`src/rtl/mul8_shift_add_pkg.sv`:
```
// Shared definitions for the execution-unit sequencers (MUL now, DIV later).
//   state_t   : sequencer state encoding (idle / iterate / final fix-up)
//   ITER_LAST : value of the 3-bit iteration counter on the last iteration
package mul8_shift_add_pkg;

    typedef enum logic [1:0] {
        ST_IDLE = 2'd0,
        ST_RUN  = 2'd1,
        ST_FIX  = 2'd2
    } state_t;

    localparam logic [2:0] ITER_LAST = 3'd7;

endpackage

```
`src/rtl/adder.sv`:
```
// 8-bit adder without carry-in, shared with the ALU data path.
//   A, B : addends
//   Sum  : low 8 bits of A+B
//   Cout : carry out of bit 7
module adder (
    input  logic [7:0] A,
    input  logic [7:0] B,
    output logic [7:0] Sum,
    output logic       Cout
);

    assign {Cout, Sum} = {1'b0, A} + {1'b0, B};

endmodule

```
`src/rtl/mul8_shift_add.sv`:
```
// Sequential 8x8 -> 16 multiplier (8086 byte MUL / IMUL), radix-2
// shift-and-add, one iteration per clock.  Signed operands are reduced to
// magnitudes on capture, and the sign is restored in the final FIX cycle.
//   clk, rst   : clock, synchronous active-high reset
//   start      : request, accepted only while busy=0
//   is_signed  : 1 = IMUL, 0 = MUL (sampled with start)
//   A, B       : multiplicand / multiplier (sampled with start)
//   product    : AH:AL result, held until the next completion
//   busy       : operation in progress
//   done       : one-cycle completion pulse
//   cf_of      : CF/OF value of the completed operation
module mul8_shift_add
    import mul8_shift_add_pkg::*;
#(
    parameter int ITER = 8
) (
    input  logic        clk,
    input  logic        rst,
    input  logic        start,
    input  logic        is_signed,
    input  logic [7:0]  A,
    input  logic [7:0]  B,
    output logic [15:0] product,
    output logic        busy,
    output logic        done,
    output logic        cf_of
);

    state_t          state, state_nxt;
    logic [ITER-1:0] hi, mcand, mplr;
    logic [2:0]      cnt;
    logic            sgn, is_signed_q;

    logic [7:0]      add_b, add_sum;
    logic            add_cout;
    logic [15:0]     mag, prod_nxt;
    logic            cf_nxt;

    // Next-state logic
    always_comb begin
        state_nxt = state;
        case (state)
            ST_IDLE: if (start)            state_nxt = ST_RUN;
            ST_RUN:  if (cnt == ITER_LAST) state_nxt = ST_FIX;
            ST_FIX:                        state_nxt = ST_IDLE;
            default:                       state_nxt = ST_IDLE;
        endcase
    end

    always_ff @(posedge clk) begin
        if (rst) state <= ST_IDLE;
        else     state <= state_nxt;
    end

    // FIX is still busy; the done cycle (first IDLE) is not.
    assign busy = (state != ST_IDLE);

    // Partial-product add: hi + (mplr[0] ? mcand : 0)
    assign add_b = mplr[0] ? mcand : 8'h00;

    adder u_adder (
        .A    (hi),
        .B    (add_b),
        .Sum  (add_sum),
        .Cout (add_cout)
    );

    // Sign restore and overflow flag, used only in FIX.
    assign mag      = {hi, mplr};
    assign prod_nxt = sgn ? (~mag + 16'd1) : mag;
    assign cf_nxt   = is_signed_q ? (prod_nxt[15:8] != {8{prod_nxt[7]}})
                                  : (|prod_nxt[15:8]);

    always_ff @(posedge clk) begin
        if (rst) begin
            hi          <= '0;
            mcand       <= '0;
            mplr        <= '0;
            cnt         <= '0;
            sgn         <= 1'b0;
            is_signed_q <= 1'b0;
            product     <= '0;
            cf_of       <= 1'b0;
            done        <= 1'b0;
        end else begin
            done <= 1'b0;
            case (state)
                ST_IDLE: begin
                    if (start) begin
                        // -128 negates to 0x80, which is the correct
                        // unsigned magnitude.
                        sgn         <= is_signed & (A[7] ^ B[7]);
                        is_signed_q <= is_signed;
                        mcand       <= (is_signed & A[7]) ? (~A + 8'd1) : A;
                        mplr        <= (is_signed & B[7]) ? (~B + 8'd1) : B;
                        hi          <= '0;
                        cnt         <= '0;
                    end
                end
                ST_RUN: begin
                    // 17-bit {Cout,Sum,mplr} shifted right by one; the
                    // consumed multiplier bit drops out of the bottom.
                    {hi, mplr} <= {add_cout, add_sum, mplr[7:1]};
                    cnt        <= cnt + 3'd1;
                end
                ST_FIX: begin
                    product <= prod_nxt;
                    cf_of   <= cf_nxt;
                    done    <= 1'b1;
                end
                default: ;
            endcase
        end
    end

endmodule

```
`config.mk`:
```
export PLATFORM = sky130hd
export DESIGN_NAME = mul8_shift_add
export DESIGN_NICKNAME = d
export VERILOG_FILES = /design/src/rtl/mul8_shift_add_pkg.sv /design/src/rtl/adder.sv /design/src/rtl/mul8_shift_add.sv
export SDC_FILE = /design/constraint.sdc
export NUM_CORES = 1
export LEC_CHECK = 0
export CAP_MARGIN = 20
export CORE_ASPECT_RATIO = 1.2
export CORE_UTILIZATION = 50
export CTS_BUF_LIST = sky130_fd_sc_hd__clkbuf_16
export DETAILED_ROUTE_END_ITERATION = 10
export PLACE_DENSITY = 0.74
export REMOVE_ABC_BUFFERS = 1
export SLEW_MARGIN = 20
export SYNTH_ARGS = -nofsm -noshare
export SYNTH_HDL_FRONTEND = slang
export SYNTH_SLANG_ARGS = --single-unit
export TNS_END_PERCENT = 20
```
`constraint.sdc`:
```
create_clock -name clk -period 7.7 [get_ports clk]
set_input_delay 1.54 -clock clk [delete_from_list [all_inputs] [get_ports clk]]
set_output_delay 1.54 -clock clk [all_outputs]
set_load 0.01 [all_outputs]
```
==> flow_summary.toml, run 1 <==
[synth]
yosys.area.top_type = "dfxtp_1"
syn_avg_cell_area_um2 = 7.81
synth_cell_type_count = 48
yosysWarningCount = 0
synthFlopType = "dfxtp_1"
synth_area_um2 = 2870
yosysTopAreaCellShare_pct = 34.2
synth-seq-cells = 49
ys_seq_area_share_pct = 34.2
synth-edff-count = 0
synthCells = 367
synth.area.top_cells = "dfxtp_1 (34%), xor2_1 (6.4%), nor2_1 (6.2%), ha_1 (5.7%), a21oi_1 (5.1%)"
synth.most_common_cell = "dfxtp_1"
synth_common_cells = "dfxtp_1 (49), nor2_1 (47), nand2_1 (36)"
async_flop_share_pct = 0

[power_and_ir_drop]
irDropWorstVdd_mv = 0.0892
power_leakage_uw = 0.00129
power_density_nw_per_um2 = 166

[worst_hold_path]
holdCritPathClass = "flip-flop to flip-flop"

[timing]
final-setup-viol-count = 0
tns_ns = 0
finalCritPeriodShare_pct = 41.8
slew_headroom_pct = 48.5
rsz0062_at_grt = "false"
min_period_ns = 3.22
finalHoldViolations = 0
worst_pin_slew_ns = 0.773
drv_slew = 0
max_freq_mhz = 311
clock_skew_ns = 0.00344
worst_slack_ns = 4.48

[clock_network]
max-clock-path-buffers = 2
hold_buffers = 0
insertion_delay_ns = 0.28
cts_tree = "done"
cts_max_level = 2
clk_pin_slew_ns = 0.06
post-cts-setup-buffers = 0
ctsRootBufferMaster = "clkbuf_16"
cts_buffers = 5
cts_resized = 0
cts_sinks = 49

[finish]
syn_to_final_growth_pct = 18.0
fin_area_um2 = 3380
fin_nets = 424
layout-drive-gt1-share_pct = 3.59
antenna_cells = 0
final_util_pct = 62.5
fillers = 517

[route]
route.detailed.drc = 0
ant_nets = 0
drt_iter0_drc = 144
wl_per_cell_um = 13.2
vias_per_cell = 5.74
drt_wl_total_um = 5940
vias = 2593
drt_first_pass_iters = 6

[floorplan]
die_h_um = 84.9
die_width_um = 71.1
ioPinCount = 39
start_util_pct = 53.0
design.core.area_um2 = 5410
rows = 29
dieArea_um2 = 6040

[grt]
grt_pass1_wl_um = 10400
grt_max_degree = 51
antenna_found_initial = 0
gr-total-overflow = 0
grt_usage_pct = 21.2
first_global_vias = 2339

[job]
cap_viol_max_count = 0

[setup_path]
critPathArrivalTime_ns = 3.36
crit_path_max_incr_delay_ns = 0.63
timing.critical_path.fanout_max = 23
slowest_stage = "and2_1"
cp-start-kind = "primary input"
critPathRequiredTime_ns = 7.84
cp-end-kind = "flip-flop"
worst-setup-path-type = "primary input to flip-flop"
path_cells = "clkdlybuf4s50_1, and2_1, nor2_1, a22oi_1, a21oi_1"

[placed_design]
place_ws_ns = 4.22
gp_congestion = 0.855
port_buffers = 38
place_area_um2 = 3240
hpwl_um = 4240

[status]
outcome = "completed"
## registers in the layout (all words and copies together) (netlist names)
signal / flops
state: 2
sgn: 1
cf_of: 1
mplr: 8
hi: 8
cnt: 3
is_signed_q: 1
mcand: 8
done: 1
product: 16
## worst max-delay path, delay by kind of cell
family | cells | cell delay [ns]
simple gates | 2 | 0.97
buf+inv | 1 | 0.48
compound gates | 2 | 0.37
## worst paths after layout
check | cells after the start | to | slack, ns | startpoint
min | 2 | mcand[7] | 0.45 | mcand[7]
max reg2reg | 7 | cf_of | 5.09 | mplr[3]
max | 5 | mplr[6] | 4.48 | start
min reg2reg | 2 | mcand[7] | 0.45 | mcand[7]
## placed cells by master, fill, tap and decap left out, types with 2 or more instances in the layout
| cell type | netlist | layout |
|---|---|---|
| a211oi_1 | 18 | 18 |
| a21o_1 | 2 | 2 |
| a21oi_1 | 29 | 29 |
| a221oi_1 | 2 | 2 |
| a22oi_1 | 6 | 6 |
| a31oi_1 | 4 | 4 |
| a32oi_1 | 2 | 2 |
| and2_1 | 9 | 9 |
| and3_1 | 2 | 2 |
| buf_4 | 0 | 2 |
| clkbuf_16 | 0 | 5 |
| clkdlybuf4s50_1 | 0 | 38 |
| dfxtp_1 | 49 | 49 |
| ha_1 | 13 | 13 |
| inv_1 | 13 | 14 |
| nand2_1 | 36 | 36 |
| nand2b_1 | 5 | 5 |
| nand3_1 | 17 | 17 |
| nand3b_1 | 3 | 3 |
| nor2_1 | 47 | 47 |
| nor2b_1 | 5 | 4 |
| nor3_1 | 8 | 8 |
| o21ai_0 | 11 | 11 |
| o21ai_1 | 2 | 2 |
| o22ai_1 | 2 | 2 |
| o31ai_1 | 4 | 4 |
| o41ai_1 | 2 | 2 |
| or3_1 | 7 | 7 |
| or4_4 | 2 | 2 |
| xnor2_1 | 5 | 5 |
| xor2_1 | 21 | 21 |
## routing by layer
metal	share of wire [%]	vias to the layer above	global-route usage, %
met1	46	1167	26.8
met3	3.3	17	2.85
met4	2.9	0	9.09
met2	48	71	36.3
li1	-	1338	-
met5	0	-	0
## cell type report
cell class | instances | area (um^2) | area share (%)
clock buffer | 5 | 125 | 3.70
inverter | 13 | 48.8 | 1.44
timing repair buffer | 40 | 395 | 11.7
multi-input combinational | 281 | 1750 | 51.6
sequential | 49 | 981 | 29.0
clock inverter | 2 | 7.51 | 0.222
tap | 62 | 77.6 | 2.29
## cell families after synthesis
family | count (synthesis) | synth area share [%]
adder cells (fa/ha/maj) | 14 | 6.38
AO/OA/AOI/OAI | 92 | 21.1
flip-flops | 49 | 34.2
buffers and inverters | 37 | 5.11
AND/OR/NAND/NOR | 148 | 24.9
multiplexers | 1 | 0.349
XOR/XNOR | 26 | 7.95
## where the power goes
group,switching [uW],internal (uW)
Clock,87.6,116
Sequential,10.7,262
Combinational,48.0,35.8
Total,146,414
## metrics by stage
| step | hold slack, ns | std cells | total power [uW] |
|---|---|---|---|
| finish | 0.453 | 452 | 560 |
| global route | 0.490 | 452 | 585 |
| CTS | 0.454 | 452 | 563 |
| detailed placement | 0.445 | 445 | 361 |
| global placement | 0.437 | 445 | 359 |
| floorplan | 0.421 | 343 | 327 |
No activity file was read; power rests on OpenSTA's default activity.
==> run 2, diff against run 1 <==
- clock period: 7.7 -> 3 ns (I/O delays scaled with it)
==> run 2 against run 1 <==
Net effect: the flow now finishes with violations (DRC); combinational power grew to 2.6 times the previous value; sequential share of layout area shrank 0.21 points; clock power grew to 2.5 times the previous value; largest cell class unchanged; largest power group unchanged.
==> flow_summary.toml, run 2 (synthesis gave the netlist of run 1 again) <==
[clock_network]
cts_tree = "done"
cts_sinks = 49
cts_buffers = 5
insertion_delay_ns = 0.28
post-cts-setup-buffers = 0
cts_max_level = 2
ctsRootBufferMaster = "clkbuf_16"
clk_pin_slew_ns = 0.06
cts_resized = 0
hold_buffers = 0
max-clock-path-buffers = 2

[timing]
clock_skew_ns = 0.00385
rsz0062_at_grt = "false"
slew_headroom_pct = 47.9
worst_pin_slew_ns = 0.781
min_period_ns = 2.55
max_freq_mhz = 392
tns_ns = 0
final-setup-viol-count = 0
finalCritPeriodShare_pct = 85.0
finalHoldViolations = 0
drv_slew = 0

[setup_path]
worst-setup-path-type = "flip-flop to flip-flop"
critPathArrivalTime_ns = 2.70
path_buf_inv = 0
slowest_stage = "or4_4"
path_cells = "or4_4, or3_1, o31ai_2, xor2_1, nand4_1, o311ai_1, nand3_1"
crit_family = "simple AND/OR/NAND/NOR gates"
cp-end-kind = "flip-flop"
cp-start-kind = "flip-flop"
crit_path_max_incr_delay_ns = 0.58
critPathRequiredTime_ns = 3.16
timing.critical_path.fanout_max = 7

[finish]
antenna_cells = 0
fin_nets = 428
final_common_cell = "dfxtp_1"
largest_reg_flops = 16
fin_area_um2 = 3410
mostFrequentLayoutCells = "dfxtp_1 (49), nor2_1 (47), clkdlybuf4s50_1 (38)"
fillers = 511
multiInputGateArea_um2 = 1740
regMostFlops = "product"
syn_to_final_growth_pct = 18.9
layout-drive-gt1-share_pct = 4.57
ff_latch_area_um2 = 981

[floorplan]
die_h_um = 84.9
start_util_pct = 53.0
ioPinCount = 39
design.core.area_um2 = 5410
die_width_um = 71.1
dieArea_um2 = 6040
rows = 29

[worst_hold_path]
holdCritPathClass = "flip-flop to flip-flop"

[route]
wl_per_cell_um = 13.2
vias_per_cell = 5.70
drt_first_pass_iters = 9
ant_nets = 0
drt_iter0_drc = 139
vias = 2597
route.detailed.drc = 3
drt_wl_total_um = 6000

[grt]
grt_most_used_layer = "met2"
antenna_found_initial = 0
grt_usage_pct = 21.1
grtUsageMet1_pct = 24.8
met3_usage_pct = 2.49
grt_max_degree = 30
grt_pass1_wl_um = 10400
first_global_vias = 2423
gr-total-overflow = 0
grt_use_met2_pct = 38.8

[job]
cap_viol_max_count = 0

[placed_design]
hpwl_um = 4440
port_buffers = 38
gp_congestion = 0.864
place_area_um2 = 3270

[power_and_ir_drop]
irDropWorstVdd_mv = 0.302
power_leakage_uw = 0.00131
power_density_nw_per_um2 = 422

[status]
failed_checks = "DRC"
outcome = "finished, violations left"
## run 2: tightest hold or removal path, delay by kind of cell, from the launching register on
kind	cells	cell delay (ns)
compound gates	1	0.05
flops	1	0.31
simple gates	1	0.05
## run 2: report_power, final
part | leakage [uW] | switching, uW | internal, uW | total [uW]
clock | 0.0000685 | 221 | 298 | 520
sequential | 0.000398 | 26.2 | 672 | 698
combinational | 0.000843 | 124 | 94.6 | 219
total | 0.00131 | 372 | 1070 | 1440
## run 2: path summary, 6_finish.rpt
check,start,slack (ns),cells past startpoint,endpoint
worst max register to register,mplr[3],0.45,7,cf_of
worst min-delay path,mcand[7],0.46,2,mcand[7]
worst max-delay path,mplr[3],0.45,7,cf_of
worst min register to register,mcand[7],0.46,2,mcand[7]
## run 2: area by class of cell
cell class | instances | area share, %
tap | 62 | 2.28
timing repair buffer | 44 | 12.5
inverter | 13 | 1.43
clock buffer | 5 | 3.67
multi-input combinational | 281 | 51.1
clock inverter | 2 | 0.220
sequential | 49 | 28.8
## run 2: per-stage QoR
stage | hold WS (ns) | setup WS [ns] | util [%] | total power, uW | std cells
after floorplan | 0.421 | 0.655 | - | 840 | 343
after global placement | 0.439 | 0.547 | 60.5 | 924 | 449
after detailed placement | 0.449 | 0.459 | 60.5 | 930 | 449
after CTS | 0.457 | 0.440 | 63.0 | 1450 | 456
after global routing | 0.482 | 0.257 | 63.0 | 1510 | 456
final | 0.458 | 0.451 | 63.0 | 1440 | 456
## run 2: layer usage
metal  part of all wire (%)  vias up
li1                       -     1354
met1                     46     1196
met3                    2.0        6
met2                     51       41
met4                    1.2        0
met5                      0        -
